===== src/rtl/wxzip_sched.sv =====
// wxzip_sched -- round-robin packet scheduler in front of one wxzip compressor.
//
// Whole packets from NUM_CH producer channels are granted one at a time and
// streamed into the compressor under its half_full backpressure. The channel
// number of every granted packet is queued in a small tag FIFO, so the
// compressed packets coming back out are routed to their originating channel
// in grant order.
//
// Ports
//   clk, rst        system clock, synchronous active-high reset
//   req_valid/data  per-channel input words (34 bits each, [33:32]==2'b11 = end)
//   req_ready       per-channel word accept
//   zip_din/wr_en   write side of the compressor, zip_half_full backpressure
//   zip_rd_en       read strobe, zip_rd_empty / zip_dout / zip_error returns
//   out_valid       one-hot owner of out_data
//   out_data        compressed word (39 bits, [33:32]==2'b11 = end)
//   out_ready       per-channel consume
//   busy            packet granted or compressed packets still owed
//   error           sticky fault flag
//
// Input FSM states
//   state  | meaning
//   IDLE   | searching for the next channel to grant, no words move
//   STREAM | forwarding words of channel `grant` until its end word
module wxzip_sched #(
  parameter int NUM_CH         = 4,
  parameter int TAG_DEPTH_BITS = 3
) (
  input  logic                   clk,
  input  logic                   rst,
  input  logic [NUM_CH-1:0]      req_valid,
  input  logic [34*NUM_CH-1:0]   req_data,
  output logic [NUM_CH-1:0]      req_ready,
  output logic [33:0]            zip_din,
  output logic                   zip_wr_en,
  input  logic                   zip_half_full,
  output logic                   zip_rd_en,
  input  logic                   zip_rd_empty,
  input  logic [38:0]            zip_dout,
  input  logic                   zip_error,
  output logic [NUM_CH-1:0]      out_valid,
  output logic [38:0]            out_data,
  input  logic [NUM_CH-1:0]      out_ready,
  output logic                   busy,
  output logic                   error
);

  localparam int CH_W      = (NUM_CH > 1) ? $clog2(NUM_CH) : 1;
  localparam int TAG_DEPTH = 1 << TAG_DEPTH_BITS;
  localparam logic [CH_W:0]   NUM_CH_W = (CH_W+1)'(NUM_CH);
  localparam logic [CH_W-1:0] LAST_CH  = CH_W'(NUM_CH - 1);

  typedef enum logic {IDLE, STREAM} state_t;

  state_t            state, state_nxt;
  logic [CH_W-1:0]   rr_ptr, rr_ptr_nxt;
  logic [CH_W-1:0]   grant, grant_nxt;
  logic              grant_win;

  logic [33:0]       ch_data [NUM_CH];

  for (genvar c = 0; c < NUM_CH; c++) begin : g_unpack
    assign ch_data[c] = req_data[34*c +: 34];
  end

  // Round-robin search: rotate the request vector so rr_ptr sits at bit 0,
  // take the lowest set bit, then rotate the winner back.
  logic [2*NUM_CH-1:0] req_dbl;
  logic [NUM_CH-1:0]   req_rot;
  logic                found;
  logic [CH_W-1:0]     win_off;
  logic [CH_W:0]       win_sum;
  logic [CH_W-1:0]     win_ch;

  assign req_dbl = {req_valid, req_valid};
  assign req_rot = req_dbl[rr_ptr +: NUM_CH];

  always_comb begin
    found   = 1'b0;
    win_off = '0;
    for (int i = NUM_CH - 1; i >= 0; i--) begin
      if (req_rot[i]) begin
        found   = 1'b1;
        win_off = CH_W'(i);
      end
    end
    win_sum = {1'b0, rr_ptr} + {1'b0, win_off};
    if (win_sum >= NUM_CH_W) begin
      win_ch = CH_W'(win_sum - NUM_CH_W);
    end else begin
      win_ch = win_sum[CH_W-1:0];
    end
  end

  // Channel-tag FIFO, extra pointer bit separates full from empty.
  logic [CH_W-1:0]           tag_mem [TAG_DEPTH];
  logic [TAG_DEPTH_BITS:0]   tag_wr_ptr, tag_rd_ptr;
  logic                      tag_empty, tag_full;
  logic                      tag_push, tag_pop;
  logic [CH_W-1:0]           tag_head;

  assign tag_empty = (tag_wr_ptr == tag_rd_ptr);
  assign tag_full  = (tag_wr_ptr[TAG_DEPTH_BITS] != tag_rd_ptr[TAG_DEPTH_BITS]) &&
                     (tag_wr_ptr[TAG_DEPTH_BITS-1:0] == tag_rd_ptr[TAG_DEPTH_BITS-1:0]);
  assign tag_head  = tag_mem[tag_rd_ptr[TAG_DEPTH_BITS-1:0]];
  assign tag_push  = grant_win;

  // Input FSM
  always_comb begin
    state_nxt  = state;
    grant_nxt  = grant;
    rr_ptr_nxt = rr_ptr;
    grant_win  = 1'b0;
    req_ready  = '0;
    zip_wr_en  = 1'b0;
    zip_din    = '0;
    case (state)
      IDLE: begin
        if (found && !tag_full && !zip_half_full) begin
          grant_win = 1'b1;
          grant_nxt = win_ch;
          state_nxt = STREAM;
        end
      end
      STREAM: begin
        req_ready[grant] = !zip_half_full;
        zip_din          = ch_data[grant];
        zip_wr_en        = req_valid[grant] && !zip_half_full;
        if (zip_wr_en && (ch_data[grant][33:32] == 2'b11)) begin
          rr_ptr_nxt = (grant == LAST_CH) ? '0 : grant + 1'b1;
          state_nxt  = IDLE;
        end
      end
      default: state_nxt = IDLE;
    endcase
  end

  always_ff @(posedge clk) begin
    if (rst) begin
      state  <= IDLE;
      grant  <= '0;
      rr_ptr <= '0;
    end else begin
      state  <= state_nxt;
      grant  <= grant_nxt;
      rr_ptr <= rr_ptr_nxt;
    end
  end

  // Output side: a single read in flight, captured into a one-word register
  // that is held until its owning channel takes it.
  logic              rd_pending;
  logic              out_full;
  logic [CH_W-1:0]   out_ch;
  logic              out_fire;
  logic              orphan;

  assign zip_rd_en = !zip_rd_empty && !tag_empty && !rd_pending && !out_full;
  assign out_fire  = out_full && out_ready[out_ch];
  assign tag_pop   = out_fire && (out_data[33:32] == 2'b11);

  always_comb begin
    out_valid = '0;
    if (out_full) begin
      out_valid[out_ch] = 1'b1;
    end
  end

  always_ff @(posedge clk) begin
    if (rst) begin
      rd_pending <= 1'b0;
      out_full   <= 1'b0;
      out_ch     <= '0;
      out_data   <= '0;
    end else begin
      rd_pending <= zip_rd_en;
      if (rd_pending) begin
        out_full <= 1'b1;
        out_data <= zip_dout;
        out_ch   <= tag_head;
      end else if (out_fire) begin
        out_full <= 1'b0;
      end
    end
  end

  always_ff @(posedge clk) begin
    if (rst) begin
      tag_wr_ptr <= '0;
      tag_rd_ptr <= '0;
    end else begin
      if (tag_push) begin
        tag_wr_ptr <= tag_wr_ptr + 1'b1;
      end
      if (tag_pop) begin
        tag_rd_ptr <= tag_rd_ptr + 1'b1;
      end
    end
  end

  always_ff @(posedge clk) begin
    if (tag_push) begin
      tag_mem[tag_wr_ptr[TAG_DEPTH_BITS-1:0]] <= win_ch;
    end
  end

  // Compressor output with no packet owed to any channel cannot be routed.
  assign orphan = !zip_rd_empty && tag_empty && !rd_pending && !out_full;

  always_ff @(posedge clk) begin
    if (rst) begin
      error <= 1'b0;
    end else if (zip_error || orphan || (tag_push && tag_full && !tag_pop)) begin
      error <= 1'b1;
    end
  end

  assign busy = (state == STREAM) || !tag_empty;

endmodule


===== config.mk =====
export PLATFORM = sky130hd
export DESIGN_NAME = wxzip_sched
export DESIGN_NICKNAME = d
export VERILOG_FILES = /design/src/rtl/wxzip_sched.sv
export SDC_FILE = /design/constraint.sdc
export NUM_CORES = 1
export LEC_CHECK = 0
export CORE_MARGIN = 2
export CORE_UTILIZATION = 34
export CTS_CLUSTER_SIZE = 30
export DETAILED_ROUTE_END_ITERATION = 16
export GPL_TIMING_DRIVEN = 0
export HOLD_SLACK_MARGIN = 0.03
export PLACE_DENSITY = 0.77
export SLEW_MARGIN = 20
export SYNTH_ARGS = -nofsm -noshare
export SYNTH_HDL_FRONTEND = slang
export SYNTH_SLANG_ARGS = --single-unit

===== constraint.sdc =====
create_clock -name clk -period 1.76 [get_ports clk]
set_input_delay 0.264 -clock clk [delete_from_list [all_inputs] [get_ports clk]]
set_output_delay 0.264 -clock clk [all_outputs]
set_load 0.01 [all_outputs]

# [After elaboration in Yosys (flattened, before gate mapping)]
# Memories as Yosys holds them, arrays and structs flattened. A register that Yosys moved wholly into a read port is not among the register bits.
# Index checks and enable logic that the tools add are counted.
[totals] reg_bits=55 mem_bits_rw=16 input_bits=188 output_inout_bits=85 elab_cells=94 mem_count=1
[classes] addsub=5 magnitude_cmp=6 n_eq_ne=6 shifts=1 muxes=33 bitwise_logic=3 reduce_logical=30
[memory_table] memory="tag_mem" depth=8 word_bits=2 rd=1 rd_clocked_by_memory_dff=1 wr=1 line="96" rtl="logic [CH_W-1:0] tag_mem [TAG_DEPTH];"
[ops] operator="$mux 34" n=3
[ops] operator="$bmux 34 s2" n=1
[ops] operator="$logic_and 1x1->1" n=17
[ops] operator="$mux 1" n=16
[ops] operator="$mux 2" n=6
[ops] operator="$add 4x1->4 const B" n=2
[ops] operator="$mux 4" n=2
[ops] operator="$shiftx 8x3->4" n=1
[ops] operator="$logic_not 1->1" n=7
[ops] operator="$eq 2x2->1 const B" n=3
[ops] operator="$ge 3x3->1 const B" n=2
[ops] operator="$lt 2x3->1 const B" n=2
[ops] operator="$and 4x4->4" n=1
[ops] operator="$bmux 1 s2" n=2
[ops] operator="$demux 1 s2" n=2
[ops] operator="$eq 4x4->1" n=1
[ops] operator="$ge 2x1->1 const B" n=2
[ops] operator="$reduce_and 2->1" n=2
[ops] operator="$add 2x2->3" n=1
[ops] operator="$eq 3x3->1" n=1
[ops] operator="$logic_or 1x1->1" n=3
[ops] operator="$not 2->3" n=1
[ops] operator="$add 2x1->2 const B" n=1
[ops] operator="$pmux 1 s2" n=1
[ops] operator="4 further kinds" n=4

# [Logic depth before layout (Yosys ltp)]
# Gate-level depths: netlist of the first run.
[logic_depth] word_depth=12 mapped_depth=7 depth_no_buf=6

# [Worst setup path before layout of the first run]
# OpenSTA, ideal clock, no wires.
[synth_timing] path_type="register -> register" startpoint="reg rr_ptr[0]" endpoint="mem tag_mem[0][1] (netlist name), data pin" setup_time_ps=277 arrival_time_ps=1632 setup_slack_ps=-149 stages_incl_launch_ff=7 path_buffers=1 period_less_slack_ps=1909 path_cell_list="dfxtp_1 clkbuf_1 or4_1 o2111ai_1 ha_1 a221oi_1 or2_2"
[synth_via] elab_chain_cells=8
[synth_lines] item="start, declared" line="56" rtl="logic [CH_W-1:0] rr_ptr, rr_ptr_nxt;"
[synth_lines] item="start signal, assigned" line="146" rtl="rr_ptr <= rr_ptr_nxt;"
[synth_lines] item="$shiftx 8x3->4" line="76" rtl="assign req_rot = req_dbl[rr_ptr +: NUM_CH];"
[synth_lines] item="$mux 2 (4 in series)" line="82" rtl="if (req_rot[i]) begin"
[synth_lines] item="$add 2x2->3 (*)" line="87" rtl="win_sum = {1'b0, rr_ptr} + {1'b0, win_off};"
[synth_lines] item="$ge 3x3->1 / $sub 2x1->2 (equally long branches)" line="88, 89"
[synth_lines] item="$mux 2 (*)" line="88" rtl="if (win_sum >= NUM_CH_W) begin"
[synth_lines] item="named net win_ch[1]" line="73" rtl="logic [CH_W-1:0] win_ch;"
[synth_lines] item="end, declared" line="96"
# Mark *: on every way through the listed nets, which the timed path passes. The rest lies on a longest branch.

# [Worst setup path after layout of the first run]
[layout_timing] startpoint="reg grant[0]" endpoint="out zip_din[23]"
[layout_via] elab_chain_cells=5
[layout_lines] item="start, declared" line="57" rtl="logic [CH_W-1:0] grant, grant_nxt;"
[layout_lines] item="start signal, assigned" line="145" rtl="grant <= grant_nxt;"
[layout_lines] item="$not 2->3 (implied by the code)" line="127" rtl="zip_din = ch_data[grant];"
[layout_lines] item="$bmux 34 s2" line="127"
[layout_lines] item="$mux 34 (implied by the code) (2 in series)" line="127"
[layout_lines] item="$mux 34" line="117" rtl="case (state)"
[layout_lines] item="end, declared" line="34" rtl="output logic [33:0] zip_din,"
# Every way passes these cells. The select of a mux whose other input is x is not followed.

==> run metrics, run 1 <==
IO Count ~270; Critical Path End Type primary output; Synthesized Nets 579; power per cell area 631.9 nW/µm²; Hold Path Class flop to flop; CP Launch Type flop; Reg clk slew, reported paths 0.06 ns; CTS tree built; FF+latch area 1648 µm²; Synth area leaders dfxtp_1 27%, mux4_2 21%, edfxtp_1 11%, mux2i_1 9.8%, and2_1 5.8%; area leader, netlist dfxtp_1; Yosys Warn Count 0; Pre-Repair DR Iteration Count 4; post-synthesis cell area 4292 µm²; die area 13540 µm²; gr usage total 0.2429; setup violators final between 40 and 50; Antenna diodes 0; Die Wd 116.4 µm; dpl hpwl 12450 µm; RSZ-0062 raised after global routing true; EDFF count, synth 16; # rows 41; # DRC 0; CTS Buf Count 9; leakage power 3.182 nW; WL/cell 19.19 µm; post-synthesis register bit count 73; Final GP Congestion 0.9607; Top FF cell, synth dfxtp_1; Min Hold Slack 0.4893 ns; clock skew approximately 0.0055 ns; failing checks negative setup slack; global-route wire length before repair 24940 µm; top-area cell type share of the netlist area 0.2659; Slew @ Worst Pin ~0.53 ns; Max Slew Vio Count 0; FILL cells 916; crit path cell chain buf_12 > buf_12 > mux4_2 > and2_4 > buf_6; met1 usage 0.2875; number of global-route vias before repair 4674; final net count 897; multi-input logic area 2831 µm²; Clk Latency, worst-skew pair 0.33 ns; overall power 5.292 mW; Final Hold Fails 0; total core area 12470 µm²; CTS Buffer Depth 2; CP arrival approximately 1.8 ns; register area share after synthesis 0.3778; Clock Tree Root clkbuf_16; met2 Usage GRT 0.4291; P&R area growth vs syn 95.16%; Core Util, Final 0.6719; GRT overflow 0; Worst Path Required 1.50 ns; Port Buf Inserts 271; most frequent cells in the layout 225 x clkdlybuf4s50_1, 55 x nor2_1, 44 x dfxtp_1; Setup WS pre-CTS -0.8348 ns; Num Clock Sinks 73; Initial Util 0.3443; post-route ant nets 0; maximum VDD drop 0.0004421 V; Max-Cap Viols 0; Max Clk Rate 483.0 MHz; Post-Syn Instances between 300 and 400; GR peak layer met2; commonest non-fill, non-tap cell in the layout clkdlybuf4s50_1; CP max stage cell mux4_2; ratio of routed vias to standard cells a little over 5; Die H around 120 µm; Layout Cells excl Fill approximately 880; syn_area_per_cell around 11 µm²; Critical Path Most Common Cell buf_12; initial antenna violation count 0; Final Cycle Share 1.176; Netlist cell types 50; Slew Limit Headroom 0.6479; ys async rst share 0; via count 4427; fin crit period 2.070 ns; grt met3 use 0.07161; WS Path Type flop to primary output; Cell Count Post-Placement 827; largest net degree at the start of global routing 15; final worst setup slack -0.3103 ns; outcome complete, but fails checks; H-tree levels 3; drt initial violations about 210; share of post-route cells with drive strength above 1 0.3310; total wire length 16870 µm; worst-path maximum fanout 6; Worst path max stage delay 0.52 ns
==> path summary, 6_finish.rpt <==
| kind | start | end | slack (ns) | cells past startpoint |
|---|---|---|---|---|
| setup / recovery | grant[0]$_SDFFE_PP0P_ | zip_din[23] | -0.31 | 5 |
| hold / removal | out_data[24]$_SDFFE_PP0P_ | out_data[24]$_SDFFE_PP0P_ | 0.49 | 2 |
| hold reg to reg | out_data[24]$_SDFFE_PP0P_ | out_data[24]$_SDFFE_PP0P_ | 0.49 | 2 |
| setup reg to reg | grant[0]$_SDFFE_PP0P_ | rr_ptr[0]$_SDFFE_PP0P_ | -0.13 | 7 |
==> registers in the layout, summed over array words and instances (netlist names) <==
signal and cells:
out_full 1, state 1, out_data 39, tag_rd_ptr 4, error 1, out_ch 2, grant 2, rr_ptr 2
tag_mem 16, tag_wr_ptr 4, rd_pending 1
==> stage by stage <==
| step | instance area, µm² | TNS [ns] |
|---|---|---|
| floorplan | 4333 | -1.881 |
| global route | 8376 | -12.63 |
| CTS | 8198 | -11.46 |
| detailed placement | 7261 | -53.67 |
| global placement | 7261 | -50.68 |
| finish | 8376 | -10.08 |
==> routing by layer <==
metal,wire [µm],part of all wire
met1,6508,0.39
met2,8940,0.53
met3,1035,0.061
met4,382,0.023
met5,0,0
==> kinds of logic (layout without fill, tap and decap cells) <==
kind of cell               count (synthesis)  in the layout  share of synthesized area
and+or+nand+nor                          143            143                     0.1816
buffers and inverters                     38            361                    0.04314
DFF                                       73             73                     0.3778
xor gates and xnor gates                   7              7                    0.01429
muxes                                     84             84                     0.3131
adders and majority gates                  7              7                    0.02041
AOI/OAI and AO/OA                         32             32                    0.04957
==> synth_stat cells (4+ instances only) <==
| cell | count |
|---|---|
| edfxtp_1 | 16 |
| nor2_1 | 55 |
| a211oi_1 | 4 |
| o21ai_0 | 7 |
| nor2b_1 | 4 |
| nand2_1 | 6 |
| dfxtp_1 | 57 |
| nand3_1 | 7 |
| clkbuf_1 | 15 |
| buf_2 | 9 |
| inv_1 | 4 |
| mux4_2 | 40 |
| xor2_1 | 4 |
| and2_1 | 40 |
| mux2i_1 | 42 |
| a21oi_1 | 9 |
| buf_4 | 4 |
| ha_1 | 7 |
==> where the power goes <==
part	internal, mW	switching [mW]
Sequential	1.77	0.0404
Combinational	1.00	0.555
Clock	1.20	0.733
Total	3.96	1.33
==> area by class of cell <==
cell class | count | share of cell area
buffer | 29 | 0.02928
clock buffer | 10 | 0.02988
clock inverter | 6 | 0.008366
inverter | 4 | 0.002689
multi-input combinational | 273 | 0.3381
sequential | 73 | 0.1967
tap | 172 | 0.02569
timing repair buffer | 312 | 0.3693
==> critical path: cells and delay by family (launching register included) <==
family | cells | cell delay, ns
simple gates | 1 | 0.18
flops | 1 | 0.38
mux | 1 | 0.52
buf+inv | 3 | 0.38
==> repair_timing <==
| action | CTS | global route |
|---|---|---|
| endpoints found under the hold margin | 0 | 0 |
| pin swaps | 19 | 11 |
| gates resized for setup | 281 | 61 |
| hold buffers | 0 | 0 |
| cloned | 5 | 0 |
| setup buffers | 30 | 10 |
| setup endpoints to repair | 75 | 97 |
(Power assumes the default switching activity.)
==> run 2: changes to the inputs <==
- CORE_UTILIZATION: 34 -> 35
- CTS_BUF_LIST: unset -> sky130_fd_sc_hd__clkbuf_8
- PLACE_DENSITY: 0.77 -> 0.76
- clock period: 1.76 -> 2.3 ns (I/O delays scaled with it)
==> run 2 against run 1 <==
The run now ends clean. Combinational power down 36%. Critical path depth stayed put. Die area fell by 2.8%. Sequential power fell by 24%. Hold slack improved by 0.0025 ns. Routed wire length decreased by 9.8%. Global-route usage decreased by 1.9 points. Via count is 4.9% lower. Non-clock buffer count is 29 lower. Clock power decreased by 55%. Design area shrank 10%. Critical endpoint is now zip_din[27]. Largest power group is now registers.
==> run metrics, run 2 (synthesis gave the netlist of run 1 again) <==
Setup WS pre-CTS -0.3979 ns; dpl hpwl 12660 µm; Core Util, Final 0.6270; Antenna diodes 0; Die H 114.7 µm; commonest non-fill, non-tap cell in the layout clkdlybuf4s50_1; # rows 40; most frequent cells in the layout 231 x clkdlybuf4s50_1, 55 x nor2_1, 54 x dfxtp_1; P&R area growth vs syn 75.48%; Logic pwr share 0.308; Reg clk slew, reported paths 0.07 ns; WL met2 8005 µm; share of post-route cells with drive strength above 1 0.1787; Slew @ Worst Pin 0.6109 ns; CTS Buf Count 9; via count approximately 4200; Hold Path Class flop to flop; gr usage total 0.2241; total core area 12010 µm²; maximum VDD drop 0.0002885 V; CP arrival 1.91 ns; initial antenna violation count 0; outcome finished, final reports clean; Max Clk Rate 444.0 MHz; CTS Buffer Depth 2; total negative setup slack 0 ns; Worst Path Required just under 2 ns; global-route wire length before repair between 20000 and 25000 µm; Critical Path End Type primary output; power per cell area 430.9 nW/µm²; Port Buf Inserts 271; WL/cell ~18 µm; Max-Cap Viols 0; Min Hold Slack 0.4917 ns; ratio of routed vias to standard cells 5.112; final worst setup slack about 0.048 ns; Cell Count Post-Placement 802; Slew Limit Headroom 0.5927; Num Clock Sinks 73; Clk Latency, worst-skew pair 0.34 ns; M1 WL 6248 µm; CTS tree built; max reg flops 39; Final Hold Fails 0; DP Area 7188 µm²; DR top layer met4; Pre-Repair DR Iteration Count 4; IO Count approximately 270; Final GP Congestion between 0.9 and 1; GRT overflow 0; Layout Cells excl Fill 824; overall power 3.245 mW; Final Cycle Share 0.9792; worst-path maximum fanout 7; number of global-route vias before repair about 4400; H-tree levels 3; die area about 13000 µm²; fin crit period 2.252 ns; Pint between 2 and 2.5 mW; Initial Util 0.3573; drt initial violations between 200 and 250; total wire length 15210 µm; switching power ~0.85 mW; clock skew 0.009145 ns; Seq pwr share 0.424; Clock Tree Root clkbuf_8; post-route cell area 7531 µm²; met3 wire len between 700 and 800 µm; Clock power frac 0.269; setup violators final 0; CP Launch Type flop; post-route ant nets 0; most flop-heavy register out_data; Die Wd around 110 µm; final net count 868; largest net degree at the start of global routing 13; leakage power roughly 2.8 nW; # DRC 0; Max Slew Vio Count 0; WS Path Type flop to primary output; Switching Share 0.2607
run 2: repair_timing:
| item | CTS | global route |
|---|---|---|
| setup buffers | 4 | 2 |
| resized for setup | 127 | 13 |
| endpoints found under the setup margin | 44 | 35 |
| gates cloned | 0 | 2 |
| hold buffers | 0 | 0 |
run 2: cell type report:
cell class                      count  area [µm²]
Clock buffer                       10       137.6
Clock inverter                      5       32.53
Buffer                             33       229.0
Timing Repair Buffer              279        2754
Tap cell                          147       183.9
Inverter                            4       15.01
Sequential cell                    73        1628
Fill cell                        1006        4481
Multi-Input combinational cell    273        2551
run 2: worst paths after layout:
| check | start | end | slack, ns | cells after the start |
|---|---|---|---|---|
| min reg2reg | out_data[29]$_SDFFE_PP0P_ | out_data[29]$_SDFFE_PP0P_ | 0.49 | 2 |
| max | grant[0]$_SDFFE_PP0P_ | zip_din[27] | 0.05 | 5 |
| min | out_data[29]$_SDFFE_PP0P_ | out_data[29]$_SDFFE_PP0P_ | 0.49 | 2 |
| max reg2reg | rr_ptr[0]$_SDFFE_PP0P_ | tag_mem[5][1]$_DFFE_PP_ | 0.14 | 7 |
run 2: power by group through the flow:
stage	Clock [mW]	Sequential, mW	Combinational [mW]
floorplan	0	1.41	0.402
global placement	0	1.40	0.963
detailed placement	0	1.40	0.978
CTS	0.889	1.37	0.985
global route	0.940	1.38	1.07
finish	0.872	1.37	0.999
run 2: metal layers:
layer	up-vias	track usage
met5	-	0
met4	0	0.04900
met3	21	0.04481
met2	137	0.4059
met1	2060	0.2770
li1	1994	-
run 2: critical path, cell delays in order (launching register included):
cell,delay (ns)
dfxtp_4,0.36
buf_12,0.13
clkbuf_16,0.15
mux4_2,0.47
and2_1,0.17
dlygate4sd2_1,0.28
